$ cat src/rtl/exe_mdu.sv
// Execute stage: operand muxing, ALU, branch resolution and an iterative RV32M unit
// behind valid/ready handshakes. Define EXE_FAST_MUL_EN for single-cycle multiplies.
module alu #(
    parameter int WIDTH = 32
) (
    input  logic [WIDTH-1:0] i_a,
    input  logic [WIDTH-1:0] i_b,
    input  logic [3:0]       i_cntr,
    output logic [WIDTH-1:0] o_result,
    output logic             o_ov,
    output logic             o_z
);
    localparam int SW = $clog2(WIDTH);
    logic [SW-1:0] w_sh;
    assign w_sh = i_b[SW-1:0];

    // For subtracts, ov reports a < b so branches can resolve from {ov,z}
    always_comb begin
        o_result = '0;
        o_ov     = 1'b0;
        case (i_cntr)
            4'b0000: begin
                o_result = i_a + i_b;
                o_ov     = (i_a[WIDTH-1] == i_b[WIDTH-1]) && (o_result[WIDTH-1] != i_a[WIDTH-1]);
            end
            4'b1000: begin
                o_result = i_a - i_b;
                o_ov     = $signed(i_a) < $signed(i_b);
            end
            4'b1001: begin
                o_result = i_a - i_b;
                o_ov     = i_a < i_b;
            end
            4'b0001: o_result = i_a << w_sh;
            4'b0010: o_result = {{(WIDTH-1){1'b0}}, $signed(i_a) < $signed(i_b)};
            4'b0011: o_result = {{(WIDTH-1){1'b0}}, i_a < i_b};
            4'b0100: o_result = i_a ^ i_b;
            4'b0101: o_result = i_a >> w_sh;
            4'b1101: o_result = $unsigned($signed(i_a) >>> w_sh);
            4'b0110: o_result = i_a | i_b;
            4'b0111: o_result = i_a & i_b;
            4'b1111: o_result = i_b;
            default: o_result = '0;
        endcase
    end

    assign o_z = (o_result == '0);
endmodule

module exe_mdu #(
    parameter int WIDTH = 32
) (
    input  logic             i_clk,
    input  logic             i_rst,
    input  logic             i_flush,
    input  logic             i_in_valid,
    output logic             o_in_ready,
    input  logic             i_md_en,
    input  logic [2:0]       i_md_op,
    input  logic [3:0]       i_alu_cntr,
    input  logic [1:0]       i_ALUa,
    input  logic [1:0]       i_ALUb,
    input  logic [WIDTH-1:0] i_Rd1,
    input  logic [WIDTH-1:0] i_Rd2,
    input  logic [WIDTH-1:0] i_imm,
    input  logic [WIDTH-1:0] i_pc_in,
    input  logic [2:0]       i_branch_cntr,
    input  logic [1:0]       i_Memtoreg_in,
    input  logic [2:0]       i_Ld_cntr_in,
    input  logic [1:0]       i_St_cntr_in,
    input  logic             i_RegW_in,
    input  logic [4:0]       i_wr_addr_in,
    output logic             o_out_valid,
    input  logic             i_out_ready,
    output logic [WIDTH-1:0] o_alu_result,
    output logic             o_ov_flag,
    output logic             o_z_flag,
    output logic             o_pcbranch,
    output logic [WIDTH-1:0] o_Rd2_out,
    output logic [1:0]       o_Memtoreg_out,
    output logic [2:0]       o_Ld_cntr_out,
    output logic [1:0]       o_St_cntr_out,
    output logic             o_RegW_out,
    output logic [4:0]       o_wr_addr_out,
    output logic             o_busy
);
    localparam int CW = $clog2(WIDTH + 1);

    logic             r_out_valid, r_ov, r_z, r_pcb, r_busy;
    logic [WIDTH-1:0] r_result, r_rd2_out;
    logic [12:0]      r_out_sb;
    logic [CW-1:0]    r_cnt;
    logic [2:0]       r_op;
    logic [WIDTH:0]   r_hi;
    logic [WIDTH-1:0] r_lo, r_opnd, r_rd2, r_spec_res;
    logic             r_neg, r_special;
    logic [12:0]      r_md_sb;

    logic [WIDTH-1:0] w_a, w_b, w_alu_res;
    logic             w_alu_ov, w_alu_z, w_pcb;
    logic [12:0]      w_sb_in;
    logic             w_accept, w_slot_free, w_fast;
    logic [WIDTH-1:0] w_fast_res;

    assign w_slot_free = !r_out_valid || i_out_ready;
    assign o_in_ready  = !r_busy && w_slot_free;
    assign w_accept    = i_in_valid && o_in_ready && !i_flush;
    assign w_sb_in     = {i_Memtoreg_in, i_Ld_cntr_in, i_St_cntr_in, i_RegW_in, i_wr_addr_in};

    always_comb begin
        case (i_ALUa)
            2'b01:   w_a = '0;
            2'b10:   w_a = i_pc_in;
            default: w_a = i_Rd1;
        endcase
        case (i_ALUb)
            2'b00:   w_b = i_Rd2;
            2'b01:   w_b = {{(WIDTH-5){1'b0}}, i_Rd2[4:0]};
            2'b10:   w_b = i_imm;
            default: w_b = WIDTH'(4);
        endcase
    end

    alu #(.WIDTH(WIDTH)) u_alu (
        .i_a(w_a), .i_b(w_b), .i_cntr(i_alu_cntr),
        .o_result(w_alu_res), .o_ov(w_alu_ov), .o_z(w_alu_z)
    );

    always_comb begin
        case (i_branch_cntr)
            3'b001:  w_pcb = !w_alu_ov && w_alu_z;
            3'b010:  w_pcb = !w_alu_z;
            3'b011:  w_pcb = w_alu_ov && !w_alu_z;
            3'b100:  w_pcb = !w_alu_ov;
            default: w_pcb = 1'b0;
        endcase
    end

    // Operand preparation at acceptance: magnitudes, result sign, divide special cases
    logic             w_a_sgn, w_b_sgn, w_a_neg, w_b_neg, w_res_neg, w_div0, w_ovf;
    logic [WIDTH-1:0] w_mag_a, w_mag_b, w_spec;
    assign w_a_sgn   = (i_md_op == 3'd1) || (i_md_op == 3'd2) || (i_md_op == 3'd4) || (i_md_op == 3'd6);
    assign w_b_sgn   = (i_md_op == 3'd1) || (i_md_op == 3'd4) || (i_md_op == 3'd6);
    assign w_a_neg   = w_a_sgn && i_Rd1[WIDTH-1];
    assign w_b_neg   = w_b_sgn && i_Rd2[WIDTH-1];
    assign w_mag_a   = w_a_neg ? -i_Rd1 : i_Rd1;
    assign w_mag_b   = w_b_neg ? -i_Rd2 : i_Rd2;
    assign w_res_neg = (i_md_op[2] && i_md_op[1]) ? w_a_neg : (w_a_neg ^ w_b_neg);
    assign w_div0    = i_md_op[2] && (i_Rd2 == '0);
    assign w_ovf     = ((i_md_op == 3'd4) || (i_md_op == 3'd6)) &&
                       (i_Rd1 == {1'b1, {(WIDTH-1){1'b0}}}) && (i_Rd2 == '1);
    assign w_spec    = w_div0 ? (i_md_op[1] ? i_Rd1 : '1) : (i_md_op[1] ? '0 : i_Rd1);

`ifdef EXE_FAST_MUL_EN
    logic [2*WIDTH-1:0] w_fa, w_fb, w_fp;
    assign w_fa       = {{WIDTH{w_a_sgn && i_Rd1[WIDTH-1]}}, i_Rd1};
    assign w_fb       = {{WIDTH{w_b_sgn && i_Rd2[WIDTH-1]}}, i_Rd2};
    assign w_fp       = w_fa * w_fb;
    assign w_fast     = i_md_en && !i_md_op[2];
    assign w_fast_res = (i_md_op == 3'd0) ? w_fp[WIDTH-1:0] : w_fp[2*WIDTH-1:WIDTH];
`else
    assign w_fast     = 1'b0;
    assign w_fast_res = '0;
`endif

    // One iteration: shift-add multiply or restoring divide step
    logic [WIDTH:0]   w_sum, w_shr, w_trial, w_step_hi;
    logic [WIDTH-1:0] w_step_lo;
    assign w_sum   = r_lo[0] ? (r_hi + {1'b0, r_opnd}) : r_hi;
    assign w_shr   = {r_hi[WIDTH-1:0], r_lo[WIDTH-1]};
    assign w_trial = w_shr - {1'b0, r_opnd};
    always_comb begin
        if (!r_op[2]) begin
            w_step_hi = {1'b0, w_sum[WIDTH:1]};
            w_step_lo = {w_sum[0], r_lo[WIDTH-1:1]};
        end else if (w_shr >= {1'b0, r_opnd}) begin
            w_step_hi = w_trial;
            w_step_lo = {r_lo[WIDTH-2:0], 1'b1};
        end else begin
            w_step_hi = w_shr;
            w_step_lo = {r_lo[WIDTH-2:0], 1'b0};
        end
    end

    logic [2*WIDTH-1:0] w_prod, w_prod_s;
    logic [WIDTH-1:0]   w_q, w_r, w_md_res, w_fin;
    logic               w_done;
    assign w_prod   = {r_hi[WIDTH-1:0], r_lo};
    assign w_prod_s = r_neg ? -w_prod : w_prod;
    assign w_q      = r_neg ? -r_lo : r_lo;
    assign w_r      = r_neg ? -r_hi[WIDTH-1:0] : r_hi[WIDTH-1:0];
    always_comb begin
        case (r_op)
            3'd0:             w_md_res = w_prod_s[WIDTH-1:0];
            3'd1, 3'd2, 3'd3: w_md_res = w_prod_s[2*WIDTH-1:WIDTH];
            3'd4, 3'd5:       w_md_res = w_q;
            default:          w_md_res = w_r;
        endcase
    end
    assign w_fin  = r_special ? r_spec_res : w_md_res;
    assign w_done = r_special || (r_cnt == '0);

    always_ff @(posedge i_clk) begin
        if (i_rst) begin
            r_out_valid <= 1'b0; r_ov <= 1'b0; r_z <= 1'b0; r_pcb <= 1'b0;
            r_busy <= 1'b0; r_result <= '0; r_rd2_out <= '0; r_out_sb <= '0;
            r_cnt <= '0; r_op <= '0; r_hi <= '0; r_lo <= '0; r_opnd <= '0;
            r_rd2 <= '0; r_spec_res <= '0; r_neg <= 1'b0; r_special <= 1'b0;
            r_md_sb <= '0;
        end else begin
            if (r_out_valid && i_out_ready)
                r_out_valid <= 1'b0;
            if (i_flush) begin
                r_out_valid <= 1'b0;
                r_busy      <= 1'b0;
            end else if (w_accept) begin
                if (i_md_en && !w_fast) begin
                    r_busy     <= 1'b1;
                    r_cnt      <= CW'(WIDTH);
                    r_op       <= i_md_op;
                    r_hi       <= '0;
                    r_lo       <= w_mag_a;
                    r_opnd     <= w_mag_b;
                    r_neg      <= w_res_neg;
                    r_special  <= w_div0 || w_ovf;
                    r_spec_res <= w_spec;
                    r_rd2      <= i_Rd2;
                    r_md_sb    <= w_sb_in;
                end else begin
                    r_out_valid <= 1'b1;
                    r_result    <= i_md_en ? w_fast_res : w_alu_res;
                    r_ov        <= i_md_en ? 1'b0 : w_alu_ov;
                    r_z         <= i_md_en ? (w_fast_res == '0) : w_alu_z;
                    r_pcb       <= i_md_en ? 1'b0 : w_pcb;
                    r_rd2_out   <= i_Rd2;
                    r_out_sb    <= w_sb_in;
                end
            end else if (r_busy) begin
                if (w_done) begin
                    // A full, stalled slot holds the finished result back
                    if (w_slot_free) begin
                        r_busy      <= 1'b0;
                        r_out_valid <= 1'b1;
                        r_result    <= w_fin;
                        r_ov        <= 1'b0;
                        r_z         <= (w_fin == '0);
                        r_pcb       <= 1'b0;
                        r_rd2_out   <= r_rd2;
                        r_out_sb    <= r_md_sb;
                    end
                end else begin
                    r_hi  <= w_step_hi;
                    r_lo  <= w_step_lo;
                    r_cnt <= r_cnt - CW'(1);
                end
            end
        end
    end

    assign o_out_valid    = r_out_valid;
    assign o_alu_result   = r_result;
    assign o_ov_flag      = r_ov;
    assign o_z_flag       = r_z;
    assign o_pcbranch     = r_pcb;
    assign o_Rd2_out      = r_rd2_out;
    assign o_Memtoreg_out = r_out_sb[12:11];
    assign o_Ld_cntr_out  = r_out_sb[10:8];
    assign o_St_cntr_out  = r_out_sb[7:6];
    assign o_RegW_out     = r_out_sb[5];
    assign o_wr_addr_out  = r_out_sb[4:0];
    assign o_busy         = r_busy;
endmodule

$ cat config.mk
export PLATFORM = sky130hd
export DESIGN_NAME = exe_mdu
export DESIGN_NICKNAME = d
export VERILOG_FILES = /design/src/rtl/exe_mdu.sv
export SDC_FILE = /design/constraint.sdc
export NUM_CORES = 2
export LEC_CHECK = 0
export BUFFER_PORTS_ARGS = -buffer_cell sky130_fd_sc_hd__buf_2
export CELL_PAD_IN_SITES_DETAIL_PLACEMENT = 1
export CELL_PAD_IN_SITES_GLOBAL_PLACEMENT = 2
export CORE_MARGIN = 1.5
export CORE_UTILIZATION = 38
export CTS_CLUSTER_DIAMETER = 120
export DETAILED_ROUTE_END_ITERATION = 6
export PLACE_DENSITY_LB_ADDON = 0.1
export SLEW_MARGIN = 20
export SYNTH_ARGS = -nofsm -noshare
export SYNTH_HDL_FRONTEND = slang
export SYNTH_HIERARCHICAL = 1
export SYNTH_SLANG_ARGS = --single-unit
$ cat constraint.sdc
create_clock -name i_clk -period 17.8 [get_ports i_clk]
set_input_delay 0.89 -clock i_clk [delete_from_list [all_inputs] [get_ports i_clk]]
set_output_delay 0.89 -clock i_clk [all_outputs]
set_load 0.01 [all_outputs]
# Word-level counts from Yosys, hierarchy flattened
# Cells that the tools add are included.
[op_classes] n_reduce_logical=44 mul=0 bitwise_logic=5 magnitude_cmp=3 addsub=10 n_eq_ne=35 shift=3 muxes=71 div=0
[op_table] operator="$mux 32" count=23
[op_table] operator="$pmux 32 s11" count=1
[op_table] operator="$mux 33" count=7
[op_table] operator="$pmux 32 s3" count=2
[op_table] operator="$neg 32->32" count=4
[op_table] operator="$logic_not 32->1" count=3
[op_table] operator="$mux 13" count=5
[op_table] operator="$eq 32x32->1 const B" count=2
[op_table] operator="$lt 32x32->1" count=2
[op_table] operator="$mux 64" count=1
[op_table] operator="$neg 64->64" count=1
[op_table] operator="$pmux 32 s2" count=1
[op_table] operator="$add 33x32->33" count=1
[op_table] operator="$ge 33x32->1" count=1
[op_table] operator="$sub 33x32->33" count=1
[op_table] operator="$add 32x32->32" count=1
[op_table] operator="$and 32x32->32" count=1
[op_table] operator="$or 32x32->32" count=1
[op_table] operator="$shl 32x5->32" count=1
[op_table] operator="$shr 32x5->32" count=1
[op_table] operator="$sshr 32x5->32" count=1
[op_table] operator="$sub 32x32->32" count=1
[op_table] operator="$xor 32x32->32" count=1
[op_table] operator="$mux 1" count=25
[op_table] operator="31 further kinds" count=83
[totals] reg_bits=267 word_cells=189 mem_bits_rw=0 out_inout_bits=83 romBits=0 latchBits=0 memories=0 in_bits=161

# Logic depth before layout (Yosys ltp)
[logic_depth] depth_word=11 ltp_mapped=27 mapped_depth_nobuf=24

# Hierarchy
# The synthesis kept the hierarchy.
[modules_own_cells] mod="exe_mdu" instances=1 seq_area_each_um2=5325.1 area_each_um2=20880.0 cells_per_inst=2918
[modules_own_cells] mod="alu" instances=1 seq_area_each_um2=0.0 area_each_um2=10057.1 cells_per_inst=1496

# Worst setup path after synthesis
# Ideal clock, no wire load.
[synth_timing] path_kind="input -> register" from="input port i_ALUb[1]" to="register r_pcb (netlist: o_pcbranch)" setup_time_ns=0.132 arrival_time_ns=6.561 cell_stages=27 slack_ns=11.106 t_required_ns=17.668 path_cell_list="clkbuf_1 -> clkbuf_1 -> nor2_1 -> a21oi_1 -> clkbuf_1 -> inv_1 -> buf_1 -> clkbuf_1 -> buf_1 -> ha_1 -> clkbuf_1 -> nor2b_1 -> o2111ai_1 -> nand2_1 -> xnor2_1 -> a2111o_1 -> or4_1 -> nor4_2 -> nor4b_2 -> and4b_1 -> nand4_1 -> nor4_2 -> and3b_1 -> a31oi_1 -> o22ai_1 -> nand3_1 -> a21oi_1"
[synth_via] word_cells_on_any_way=27 classes_between="add/sub: 2; order compare: 2; eq/ne: 4; shift: 3; mux: 6; bitwise: 3; reduce/logical: 7"
[synth_lines] element="start, declared" line_no="62" text="input logic [1:0] i_ALUb,"
[synth_lines] element="$eq 2x2->1, or another cell as far along" line_no="116" text="case (i_ALUb)"
[synth_lines] element="$pmux 32 s3 (*)" line_no="116"
[synth_lines] element="via w_b[2]" line_no="99" text="logic [WIDTH-1:0] w_a, w_b, w_alu_res;"
[synth_lines] element="$sub 32x32->32, or another cell as far along" line_no="27, 31"
[synth_lines] element="$pmux 32 s11 (*)" line_no="21" text="case (i_cntr)"
[synth_lines] element="via w_alu_res[6]" line_no="99"
[synth_lines] element="$logic_not 32->1 (*)" line_no="47" text="assign o_z = (o_result == '0);"
[synth_lines] element="via w_alu_z" line_no="100" text="logic w_alu_ov, w_alu_z, w_pcb;"
[synth_lines] element="$logic_not 1->1" line_no="132, 133"
[synth_lines] element="$logic_and 1x1->1" line_no="133" text="3'b011: w_pcb = w_alu_ov && !w_alu_z;"
[synth_lines] element="$pmux 1 s4 (*)" line_no="130" text="case (i_branch_cntr)"
[synth_lines] element="$mux 1 (*)" line_no="217" text="if (i_md_en && !w_fast) begin"
[synth_lines] element="$mux 1 (*)" line_no="216" text="end else if (w_accept) begin"
[synth_lines] element="end signal, assigned" line_no="234" text="r_pcb <= i_md_en ? 1'b0 : w_pcb;"
[synth_lines] element="end, declared" line_no="89" text="logic r_out_valid, r_ov, r_z, r_pcb, r_busy;"
# Mark *: on every way through the listed nets, which the timed path passes. The rest lies on a longest branch. The select of a mux whose other input is x is not followed.
# A chain may end at the register's enable or synchronous reset.

# Final worst setup path
# Ends and elaborated chain as after synthesis.

==> key figures <==
Outcome
  • Status: finished, final reports clean

Placement
  • Placer Congestion: around 1.0
  • Hpwl dp: around 130 mm
  • Placed Cells incl. Taps: approximately 5400
  • # port buffers: between 200 and 250

Finish
  • Area Overhead vs Synth: 9.95%
  • Layout cell share with drive strength beyond 1: about an eighth
  • Layout net count: approximately 4700
  • Final std cells w/o fill: 5490

Pwr
  • Internal: 0.00139 W
  • Lkg Pwr: 13.1 nW
  • Logic pwr share: 41.1%
  • Seq pwr share: ~27%
  • Worst vdd ir: 0.0683 mV
  • Clock share of power: 31.8%
  • Psw: between 0.001 and 0.0015 W
  • Sw Share: between 40% and 50%
  • Pwr dens: 70.9 nW/um2

Synth
  • Yosys warning total: 6
  • Sequential-to-total area share from yosys stat: between 15 and 20%
  • Post-Synthesis Cells: about 4400
  • Syn Nets: around 4700
  • Synthesized cell area: 30900 um2
  • Ys async rst share: 0%
  • Top FF cell, synth: dfxtp_1
  • Synth cell types: 100
  • Post-synth EDFFs: 0
  • Mapped Avg Cell Area: 7.01 um2
  • Yosys reg bits: about 270

CTS
  • Clk slew on worst S/H paths: 0.06 ns
  • H-tree levels: 2
  • Deepest clock path buffer count: 3
  • Setup repair bufs after CTS: 0
  • CTS resizes: 0
  • Hold buffers post-CTS: 0
  • # clock sinks: between 200 and 300
  • Total CTS buffers: 38
  • Worst skew pair latency: 0.57 ns
  • CTS tree: built
  • Root Buffer: clkbuf_16

STA
  • Worst Max-Slew Pin Slew: 1.31 ns
  • Setup TNS: 0 ns
  • Slew Limit Fails: 0
  • Clk_skew: just over 0.02 ns
  • Fin crit share: between 40 and 50%
  • Fmax: around 130 MHz
  • RSZ-0062 raised after global routing: no
  • Final setup viols: 0
  • Slew HR: between 10% and 20%
  • Minimum clock period: roughly 7.9 ns
  • Final hold violation count: 0

Setup path
  • Startpoint Class: primary input
  • CP max FO: between 50 and 60
  • Critical Path Most Common Cell: buf_4
  • R2R depth: 10
  • Setup crit end kind: flip-flop
  • Slowest CP cell: o31ai_1
  • WS Path Type: primary input to flip-flop
  • Largest stage delay on the critical path: 0.72 ns
  • CP arrival: about 8.3 ns
  • Critical Path RT: ~18 ns

Global route
  • Remaining Overflow, GRT: 0
  • Global-route wire length before repair: ~240 mm
  • Gr usage total: roughly two fifths
  • Initial antenna violation count: 16
  • Pin count of the biggest net entering global routing: about 140
  • Vias in the first global route: ~35000

Floorplanning
  • Die Width: just under 300 um
  • Die height: between 200 and 300 um
  • Rows: about 100
  • Core region area: between 80000 and 90000 um2
  • Die area: ~83000 um2
  • Initial Util: roughly two fifths
  • Top-level I/O count: ~240

Drt
  • Remaining DRCs: 0
  • Routed vias: about 36000
  • Total Wirelength: around 170 mm
  • WL/cell: 30.8 um
  • Detailed router's first-iteration violation count: around 3500
  • Post-route ant nets: 0
  • First-pass detailed-route iteration total: 5
  • Routed vias/inst: between 6 and 7

Min path
  • Hold depth: 2
  • Type of the worst min-delay path: flip-flop to flip-flop

Job
  • Max Cap Viol: 0
## power by group through the flow
stage	registers (W)	logic, W	clock network [W]
floorplan	0.000658	0.000605	0
global placement	0.000665	0.000954	0
detailed placement	0.000665	0.000956	0
CTS	0.000653	0.000961	0.000777
global route	0.000656	0.00105	0.000799
finish	0.000653	0.000992	0.000767
## through the flow
step	total power, W	hold slack, ns	area, um2	setup slack, ns	utilization, %
2_1_floorplan	0.00126	0.437	30900	11.11	-
3_3_place_gp	0.00162	0.437	32800	9.57	40.7
3_5_place_dp	0.00162	0.445	32800	9.48	40.7
4_1_cts	0.00239	0.451	34000	10.05	42.2
5_1_grt	0.00250	0.472	34000	9.51	42.2
6_report	0.00241	0.450	34000	9.88	42.2
## cells in the mapped netlist (all sizes together) (40+ instances only)
library cell	number	area share [%]
a21oi	397	6.4
buf	54	0.85
o211ai	100	2.4
nor4	56	1.2
a311oi	65	1.8
ha	170	6.9
nand4	52	1.1
o21ai	233	3.8
dfxtp	266	17
a22o	40	1.1
xor2	66	1.9
mux2i	155	5.0
o31ai	53	1.3
clkbuf	336	4.1
inv	166	2.0
nor3	112	1.8
or3	41	0.85
nand3	79	1.3
nand2	543	6.6
a211oi	133	3.2
xnor2	103	2.9
a31oi	40	0.81
nor2	453	5.5
## logic make-up (layout without fill, tap and decap cells)
logic type,count (synthesis),in the layout,synth area share (%)
xor+xnor,169,169,4.78
compound gates,1437,1437,31.3
flops,266,266,17.2
simple gates,1585,1585,24.0
other cells,0,6,0
mux,223,223,8.55
fa+ha+maj,174,174,7.13
buf+inv,560,570,7.00
## final cells by class
type	instances	area, um2
timing repair buffer	331	1900
inverter	170	638
multi-input combinational	3588	23600
clock inverter	16	144
sequential	266	5330
fill	10208	46500
clock buffer	53	1080
antenna	6	15.0
tap	1060	1330
## cell usage in the layout, fill, tap and decap left out, types with 51 or more instances in the layout
cell      synthesis  final
mux2i_1         155    155
ha_1            170    170
a311oi_1         65     65
xor2_1           66     66
nand3_1          79     79
nand4_1          51     51
o31ai_1          53     53
nand2_1         543    540
a21oi_1         397    396
a211oi_1        132    132
o21ai_0         228    224
buf_4             2     87
nor4_1           53     52
inv_1           163    163
nor2_1          453    451
xnor2_1         103    103
nor3_1          111    110
buf_2            13    242
dfxtp_1         266    263
o211ai_1        100    100
## sequential cells by signal (all words and copies together) (netlist names), 3 cells and up
signal	count
r_hi	33
o_Rd2_out	32
o_alu_result	32
r_lo	32
r_opnd	32
r_spec_res	32
r_rd2	31
r_md_sb	13
r_out_sb	13
r_cnt	6
r_op	3
## worst paths after layout
check / startpoint / end / slack (ns)
setup / recovery: i_ALUb[1] / o_pcbranch / 9.88
hold / removal: o_alu_result[5] / o_alu_result[5] / 0.45
setup reg to reg: r_lo[2] / o_z_flag / 12.25
hold reg to reg: o_alu_result[5] / o_alu_result[5] / 0.45
## per-layer routing
layer  vias to the layer above  global-route usage (%)  share of wire [%]
met2                      1479                    61.2                 44
met1                     18128                    52.1                 43
met3                       409                    7.24                7.7
li1                      16296                       -                  -
met5                         -                       0              0.057
met4                        14                    19.0                5.5
## worst max-delay path, delay by kind of cell
| kind | cells | cell delay (ns) |
|---|---|---|
| adder cells (fa/ha/maj) | 1 | 0.51 |
| XOR/XNOR | 1 | 0.16 |
| AO/OA/AOI/OAI | 10 | 2.65 |
| AND/OR/NAND/NOR | 8 | 1.89 |
| buffers and inverters | 5 | 2.08 |
Note: power is estimated with default switching activity, not from simulation.
